**src/rtl/tdm_demux_4_if.sv**
```systemverilog
// Bundle between the link receiver (master) and the TDM demultiplexer (slave):
// slot samples in, rebuilt four-channel frame and alignment status out.
interface tdm_demux_4_if #(
  parameter int unsigned WIDTH = 1
);
  logic [WIDTH-1:0] din;
  logic             din_valid;
  logic             sync;
  logic [WIDTH-1:0] y0;
  logic [WIDTH-1:0] y1;
  logic [WIDTH-1:0] y2;
  logic [WIDTH-1:0] y3;
  logic             frame_valid;
  logic             locked;
  logic             sync_err;
  logic [1:0]       slot;

  modport master (
    output din, din_valid, sync,
    input  y0, y1, y2, y3, frame_valid, locked, sync_err, slot
  );

  modport slave (
    input  din, din_valid, sync,
    output y0, y1, y2, y3, frame_valid, locked, sync_err, slot
  );
endinterface

```
**src/rtl/tdm_demux_4.sv**
```systemverilog
// Four-slot TDM demultiplexer: hunts for slot-0 sync, collects one sample per
// valid beat and publishes a registered four-channel frame with a one-cycle strobe.
module tdm_demux_4 #(
  parameter int unsigned WIDTH      = 1,
  parameter int unsigned MISS_LIMIT = 2
) (
  input  logic         clk,
  input  logic         rst,
  tdm_demux_4_if.slave io
);

  localparam int unsigned MW = (MISS_LIMIT < 1) ? 1 : $clog2(MISS_LIMIT + 1);

  typedef enum logic {HUNT, LOCKED} state_e;

  state_e           state_q, state_d;
  logic [1:0]       slot_q, slot_d;
  logic [MW-1:0]    miss_q, miss_d;
  logic [WIDTH-1:0] sh0_q, sh0_d, sh1_q, sh1_d, sh2_q, sh2_d;
  logic [WIDTH-1:0] y0_q, y0_d, y1_q, y1_d, y2_q, y2_d, y3_q, y3_d;
  logic             fv_q, fv_d;
  logic             lk_q, lk_d;
  logic             se_q, se_d;
  logic             miss_ok;

  assign miss_ok = (32'(miss_q) + 32'd1) < MISS_LIMIT;

  // Next-state and output computation; strobes default low every cycle.
  always_comb begin
    state_d = state_q;
    slot_d  = slot_q;
    miss_d  = miss_q;
    sh0_d   = sh0_q;
    sh1_d   = sh1_q;
    sh2_d   = sh2_q;
    y0_d    = y0_q;
    y1_d    = y1_q;
    y2_d    = y2_q;
    y3_d    = y3_q;
    fv_d    = 1'b0;
    se_d    = 1'b0;

    if (io.din_valid) begin
      if (state_q == HUNT) begin
        if (io.sync) begin
          sh0_d   = io.din;
          slot_d  = 2'd1;
          miss_d  = '0;
          state_d = LOCKED;
        end
      end else if (io.sync && (slot_q != 2'd0)) begin
        // Misplaced sync: drop the partial frame and realign on this beat.
        se_d   = 1'b1;
        sh0_d  = io.din;
        slot_d = 2'd1;
        miss_d = '0;
      end else begin
        unique case (slot_q)
          2'd0: begin
            if (io.sync) begin
              sh0_d  = io.din;
              slot_d = 2'd1;
              miss_d = '0;
            end else if (miss_ok) begin
              sh0_d  = io.din;
              slot_d = 2'd1;
              miss_d = MW'(miss_q + MW'(1));
            end else begin
              state_d = HUNT;
              slot_d  = 2'd0;
              miss_d  = '0;
            end
          end
          2'd1: begin
            sh1_d  = io.din;
            slot_d = 2'd2;
          end
          2'd2: begin
            sh2_d  = io.din;
            slot_d = 2'd3;
          end
          default: begin
            y0_d   = sh0_q;
            y1_d   = sh1_q;
            y2_d   = sh2_q;
            y3_d   = io.din;
            fv_d   = 1'b1;
            slot_d = 2'd0;
          end
        endcase
      end
    end

    lk_d = (state_d == LOCKED);
  end

  always_ff @(posedge clk or posedge rst) begin
    if (rst) begin
      state_q <= HUNT;
      slot_q  <= 2'd0;
      miss_q  <= '0;
      sh0_q   <= '0;
      sh1_q   <= '0;
      sh2_q   <= '0;
      y0_q    <= '0;
      y1_q    <= '0;
      y2_q    <= '0;
      y3_q    <= '0;
      fv_q    <= 1'b0;
      lk_q    <= 1'b0;
      se_q    <= 1'b0;
    end else begin
      state_q <= state_d;
      slot_q  <= slot_d;
      miss_q  <= miss_d;
      sh0_q   <= sh0_d;
      sh1_q   <= sh1_d;
      sh2_q   <= sh2_d;
      y0_q    <= y0_d;
      y1_q    <= y1_d;
      y2_q    <= y2_d;
      y3_q    <= y3_d;
      fv_q    <= fv_d;
      lk_q    <= lk_d;
      se_q    <= se_d;
    end
  end

  assign io.y0          = y0_q;
  assign io.y1          = y1_q;
  assign io.y2          = y2_q;
  assign io.y3          = y3_q;
  assign io.frame_valid = fv_q;
  assign io.locked      = lk_q;
  assign io.sync_err    = se_q;
  assign io.slot        = slot_q;

endmodule

```
**src/flat_wrapper.sv**
```systemverilog
// flat-port wrapper written by rule: the top's interface ports become plain ports
module tdm_demux_4_flat 
#(
  parameter int unsigned WIDTH      = 1,
  parameter int unsigned MISS_LIMIT = 2
)
  (clk, rst, io_din, io_din_valid, io_sync, io_y0, io_y1, io_y2, io_y3, io_frame_valid, io_locked, io_sync_err, io_slot);
  tdm_demux_4_if #(.WIDTH(WIDTH)) io_i ();
  input  logic clk;
  input  logic rst;
  input wire logic [$bits(io_i.din)-1:0] io_din;
  input wire logic [$bits(io_i.din_valid)-1:0] io_din_valid;
  input wire logic [$bits(io_i.sync)-1:0] io_sync;
  output wire logic [$bits(io_i.y0)-1:0] io_y0;
  output wire logic [$bits(io_i.y1)-1:0] io_y1;
  output wire logic [$bits(io_i.y2)-1:0] io_y2;
  output wire logic [$bits(io_i.y3)-1:0] io_y3;
  output wire logic [$bits(io_i.frame_valid)-1:0] io_frame_valid;
  output wire logic [$bits(io_i.locked)-1:0] io_locked;
  output wire logic [$bits(io_i.sync_err)-1:0] io_sync_err;
  output wire logic [$bits(io_i.slot)-1:0] io_slot;
  assign io_i.din = io_din;
  assign io_i.din_valid = io_din_valid;
  assign io_i.sync = io_sync;
  assign io_y0 = io_i.y0;
  assign io_y1 = io_i.y1;
  assign io_y2 = io_i.y2;
  assign io_y3 = io_i.y3;
  assign io_frame_valid = io_i.frame_valid;
  assign io_locked = io_i.locked;
  assign io_sync_err = io_i.sync_err;
  assign io_slot = io_i.slot;
  tdm_demux_4 #(.WIDTH(WIDTH), .MISS_LIMIT(MISS_LIMIT)) u_core (.clk(clk), .rst(rst), .io(io_i));
endmodule
```
**config.mk**
```make
export PLATFORM = sky130hd
export DESIGN_NAME = tdm_demux_4_flat
export DESIGN_NICKNAME = d
export VERILOG_FILES = /design/src/rtl/tdm_demux_4_if.sv /design/src/rtl/tdm_demux_4.sv /design/src/flat_wrapper.sv
export SDC_FILE = /design/constraint.sdc
export NUM_CORES = 1
export LEC_CHECK = 0
export ABC_AREA = 0
export BUFFER_PORTS_ARGS = -buffer_cell sky130_fd_sc_hd__buf_4
export CAP_MARGIN = 10
export CORE_MARGIN = 2
export CORE_UTILIZATION = 50
export CTS_BUF_LIST = sky130_fd_sc_hd__clkbuf_4
export CTS_CLUSTER_SIZE = 24
export DETAILED_ROUTE_END_ITERATION = 10
export PLACE_DENSITY = 0.79
export SYNTH_ARGS = -nofsm -noshare
export SYNTH_HDL_FRONTEND = slang
export SYNTH_SLANG_ARGS = --single-unit
```
**constraint.sdc**
```tcl
create_clock -name clk -period 1.5 [get_ports clk]
set_clock_uncertainty 0.2 [all_clocks]
set_input_delay 0.15 -clock clk [delete_from_list [all_inputs] [get_ports clk]]
set_output_delay 0.15 -clock clk [all_outputs]
set_load 0.02 [all_outputs]
```
; ---- Word-level counts from Yosys, hierarchy flattened
; Cells that the tools add are included.
; W data, S select, Z words.
[totals]
ff_bits = 14
latchBits = 0
ramBits = 0
rom_bits = 0
n_memories = 0
[classes]
addsub = 2
n_mul = 0
n_div = 0
order_cmp = 1
eq_ne = 4
shift = 0
mux = 31
n_bitwise = 2
reduce_logical = 11
[ops]
columns = cell, n
row1 = $lt A32 B2 Y1 const B, 1
row2 = $mux W1, 20
row3 = $mux W2, 10
row4 = $reduce_and A4 Y1, 4
row5 = $pmux W2 S3, 1
row6 = $ne A4 B2 Y1 const B, 1
row7 = $reduce_bool A2 Y1, 2
row8 = $add A2 B1 Y3 const B, 1
row9 = $ne A3 B3 Y1 const B, 1
row10 = $reduce_and A3 Y1, 1
row11 = $reduce_or A3 Y1, 1
row12 = $add A2 B1 Y2 const B, 1
row13 = $eq A2 B1 Y1 const B, 1
row14 = $eq A2 B2 Y1 const B, 1
row15 = $logic_not A2 Y1, 1
row16 = $not A1 Y1, 2
row17 = $reduce_and A2 Y1, 1
row18 = $logic_and A1 B1 Y1, 1

; ---- Longest topological paths before layout
[logic_depth]
word_depth = 7
ltp_mapped = 5
mapped_depth_nobuf = 5

; ---- Worst setup path after synthesis
; Ideal clock, no wire load.
[synth_timing]
path_kind = flip-flop to flip-flop
startpoint = register u_core.slot_q[0] (netlist: u_core.io.slot[0])
endpoint = register u_core.y0_q (netlist: u_core.io.y0)
setup_ps = 125
arrival_ps = 1464
setup_slack_ps = -289
path_stages_with_launch = 6
cell_sequence = dfrtp_1 -> inv_1 -> ha_1 -> nand2b_4 -> nand4_4 -> mux2_2
[synth_between]
elab_chain_cells = 4
elab_cells_between_ends = 9
classes_between = eq/ne (2) / bitwise (2) / reduce/logical (5)
[synth_lines]
columns = item, line_no
row1 = start: declaration, tdm_demux_4.sv:17  ; logic [1:0] slot_q, slot_d;
row2 = start signal: assignment, tdm_demux_4.sv:114  ; slot_q <= slot_d;
row3 = $eq A2 B1 Y1 (tied with other cells), tdm_demux_4.sv:58  ; unique case (slot_q)
row4 = $reduce_or A3 Y1 (no source line) or $logic_and A1 B1 Y1 (tied branches), --
row5 = $not A1 Y1 (no source line), --
row6 = $reduce_and A4 Y1 (no source line) (*), --
row7 = end signal: assignment, tdm_demux_4.sv:119  ; y0_q <= y0_d;
row8 = end: declaration, tdm_demux_4.sv:20  ; logic [WIDTH-1:0] y0_q, y0_d, y1_q, y1_d, y2_q, y2_d, y3_q, y3_d;
; Mark *: on every way between the ends. The rest lies on a longest branch, timed or not.
; A chain may end at the register's enable or synchronous reset.

; ---- Worst setup path after layout
[layout_timing]
startpoint = register u_core.slot_q[0] (netlist: u_core.io.slot[0])
endpoint = register u_core.sh1_q
[layout_between]
elab_chain_cells = 4
elab_cells_between_ends = 5
classes_between = eq/ne (1) / bitwise (1) / reduce/logical (3)
[layout_lines]
columns = item, line_no
row1 = $reduce_bool A2 Y1, tdm_demux_4.sv:51  ; end else if (io.sync && (slot_q != 2'd0)) begin
row2 = $logic_and A1 B1 Y1, tdm_demux_4.sv:51
row3 = $not A1 Y1 (no source line), --
row4 = $reduce_and A4 Y1 (no source line) (*), --
row5 = end signal: assignment, tdm_demux_4.sv:103  ; sh1_q <= '0;
row6 = end signal: assignment, tdm_demux_4.sv:117  ; sh1_q <= sh1_d;
row7 = end: declaration, tdm_demux_4.sv:19  ; logic [WIDTH-1:0] sh0_q, sh0_d, sh1_q, sh1_d, sh2_q, sh2_d;
; Marks and branches as above.

==> results.cfg <==
[outcome]
status = finished with violations
violations = setup timing

[placed_design]
place_area_um2 = 937
io_buffers = 13
dp_hpwl_mm = 1.04
place.gp.congestion = 0.716
dp_cells = 97

[setup_path]
cp_data_required_time_ns = 1.48
cp_data_arrival_time_ns = 1.55
path_class = reg2reg
start_kind = register
critPathMaxFanout = 3
r2r_slack_ns = -0.07
worstSetupEndpointType = register
reg2regPathDepth = 4

[sta]
fin_crit_sh_pct = 104
finalMaxSlewViolations = 0
slew_headroom_pct = 64.1
tns_ns = -0.322
timing.final.ws_setup_ns = -0.0665
setup_violations = 7
hold_violations = 0
timing.fmax_mhz = 638
tightest_slew_ns = 0.539
post-route-min-period_ns = 1.57
rsz0062_at_grt = true

[global_routing]
grt_first_pass_wirelength_mm = 2.68
grt_remaining_overflow = 0
grt.busiest_layer = met2
gr-usage-all-layers_pct = 20.5
use_met1_pct = 24.7
grt_max_degree = 15
antenna_found_initial = 0
met3_usage_pct = 3.02
grt_pass1_vias = 621
gr-usage-met2_pct = 32.6

[route]
vias = 567
via_per_inst = 5.30
drt-wirelength-per-cell_um = 14.2
wl_mm = 1.52
drtPass1Iterations = 4
drcViolationCount = 0
antenna_left = 0
drtIter0Drc = 14

[power_and_ir_drop]
p_seq_share_pct = 32.8
ir_drop_mv = 0.952
swShare_pct = 38.4
power_density_mw_per_mm2 = 1860
p_leak_nw = 0.506
p_int_mw = 1.19
power_frac_clock_pct = 11.8
p_sw_mw = 0.739
power_mw = 1.92
comb_power_share_pct = 55.4

[yosys]
synth_top_area_share_pct = 47.6
synthDistinctLibCells = 22
syn_nets = 75
syn_inst = 63
synth_seq_cells = 14
netlist_area_um2 = 736
synth_top_area_cell = dfrtp_1
yosysWarnings = 0
synth.area.top_cells = dfrtp_1, ha_1, mux2_2
yosysSeqAreaShare_pct = 47.6
avgSynthCellArea_um2 = 11.7

[cells_and_area]
stdcell_count = 107
nets = 105
drive_above_1_share_pct = 48.9
design_area_mm2 = 0.00104
finalCoreUtilization_pct = 77.7
n_fill_cell = 85
syn2layout_area_growth_pct = 40.8
diodes = 0

[worst_hold_path]
worstHoldPathType = in2reg
min_path_cells = 4

[floorplan]
die_area_mm2 = 0.00179
rows = 13
initial_core_util_pct = 55.2
core_mm2 = 0.00133
io_pins = 14
die-width_um = 42.4
die_y_um = 42.4

[cts]
numCtsBuffers = 3
cts.clk_slew.worst_paths_ns = 0.09
clockBufferDepth = 2
clk_latency_ns = 0.29
clkSinkCount = 14
cts_tree = built
h-tree-depth = 1
cts_root_buf = clkbuf_4

[job]
drv_cap = 0
metal layers:
metal,part of all wire [%],routed length [um]
met1,45,675
met2,47,716
met3,4.1,62
met4,4.0,61
met5,0,0
stage by stage:
stage | hold slack, ns | setup slack (ns)
5_1_grt | 0.0816 | -0.108
2_1_floorplan | -0.161 | -0.101
3_3_place_gp | 0.0215 | -0.0432
4_1_cts | 0.0544 | -0.0501
3_5_place_dp | 0.0277 | -0.0495
6_report | 0.0662 | -0.0665
cell usage in the layout, fill, tap and decap left out, drive strengths merged:
cell type / netlist / layout
a21o: 1 / 1
dlygate4sd3: 0 / 4
dfrtp: 14 / 14
o21ai: 3 / 3
inv: 8 / 8
nor3: 1 / 1
o311a: 1 / 1
a2bb2oi: 1 / 1
clkinv: 0 / 1
clkbuf: 0 / 3
nand3: 1 / 1
a32o: 1 / 1
ha: 7 / 7
nor2: 1 / 1
mux2i: 1 / 1
o21bai: 1 / 1
nor2b: 1 / 1
nand4: 3 / 3
mux2: 6 / 6
buf: 2 / 23
nand2b: 1 / 1
a22o: 2 / 2
nand2: 6 / 6
a31o: 1 / 1
logic make-up (layout without fill, tap and decap cells):
| logic type | Yosys count | after routing | share of synthesized area [%] |
|---|---|---|---|
| AOI/OAI and AO/OA | 11 | 11 | 11.6 |
| adders and majority gates | 7 | 7 | 11.9 |
| buffers and inverters | 10 | 39 | 6.12 |
| DFF | 14 | 14 | 47.6 |
| muxes | 7 | 7 | 10.5 |
| and+or+nand+nor | 14 | 14 | 12.2 |
area by class of cell:
type | count | area (um^2) | share of cell area (%)
multi-input combinational | 39 | 390 | 37.7
sequential | 14 | 353 | 34.1
tap | 15 | 18.8 | 1.81
inverter | 8 | 35.0 | 3.38
timing repair buffer | 27 | 213 | 20.5
clock inverter | 1 | 3.75 | 0.362
clock buffer | 3 | 22.5 | 2.17
Yosys cell counts:
master	n
a21o_1	1
a22o_1	2
a2bb2oi_1	1
a31o_1	1
a32o_1	1
buf_4	2
dfrtp_1	14
ha_1	7
inv_1	8
mux2_2	6
mux2i_1	1
nand2_1	6
nand2b_4	1
nand3_1	1
nand4_1	2
nand4_4	1
nor2_1	1
nor2b_1	1
nor3_1	1
o21ai_0	3
o21bai_1	1
o311a_1	1
worst paths after layout:
path | from | endpoint
min in group asynchronous | rst | u_core.state_q$_DFFE_PP0P_
min reg2reg | u_core.sh2_q$_DFFE_PP0P_ | u_core.io.y2$_DFFE_PP0P_
min | io_sync | u_core.io.frame_valid$_DFF_PP0_
max in group asynchronous | rst | u_core.io.slot[1]$_DFFE_PP0P_
max | u_core.io.slot[0]$_DFFE_PP0P_ | u_core.sh1_q$_DFFE_PP0P_
max reg2reg | u_core.io.slot[0]$_DFFE_PP0P_ | u_core.sh1_q$_DFFE_PP0P_
worst max-delay path, cell delays in order, from the launching register on:
cell and delay (ns):
dfrtp_2 0.44, buf_4 0.15, ha_1 0.21, nand4_1 0.10, mux2_2 0.35
power groups by stage:
stage | combinational, mW | sequential, mW | clock [mW]
floorplan | 0.497 | 0.746 | 0
global placement | 0.971 | 0.624 | 0
detailed placement | 1.01 | 0.632 | 0
CTS | 1.07 | 0.626 | 0.235
global route | 1.17 | 0.650 | 0.248
finish | 1.07 | 0.630 | 0.227
what timing repair did:
action                                  in CTS  in global routing
hold buffers                                 4                  0
pin swaps                                    3                  2
resized for setup                            3                  2
hold endpoints to repair                    20                  0
endpoints found under the setup margin       9                 10
buffers inserted                             2                  0
(Power assumes the default switching activity.)
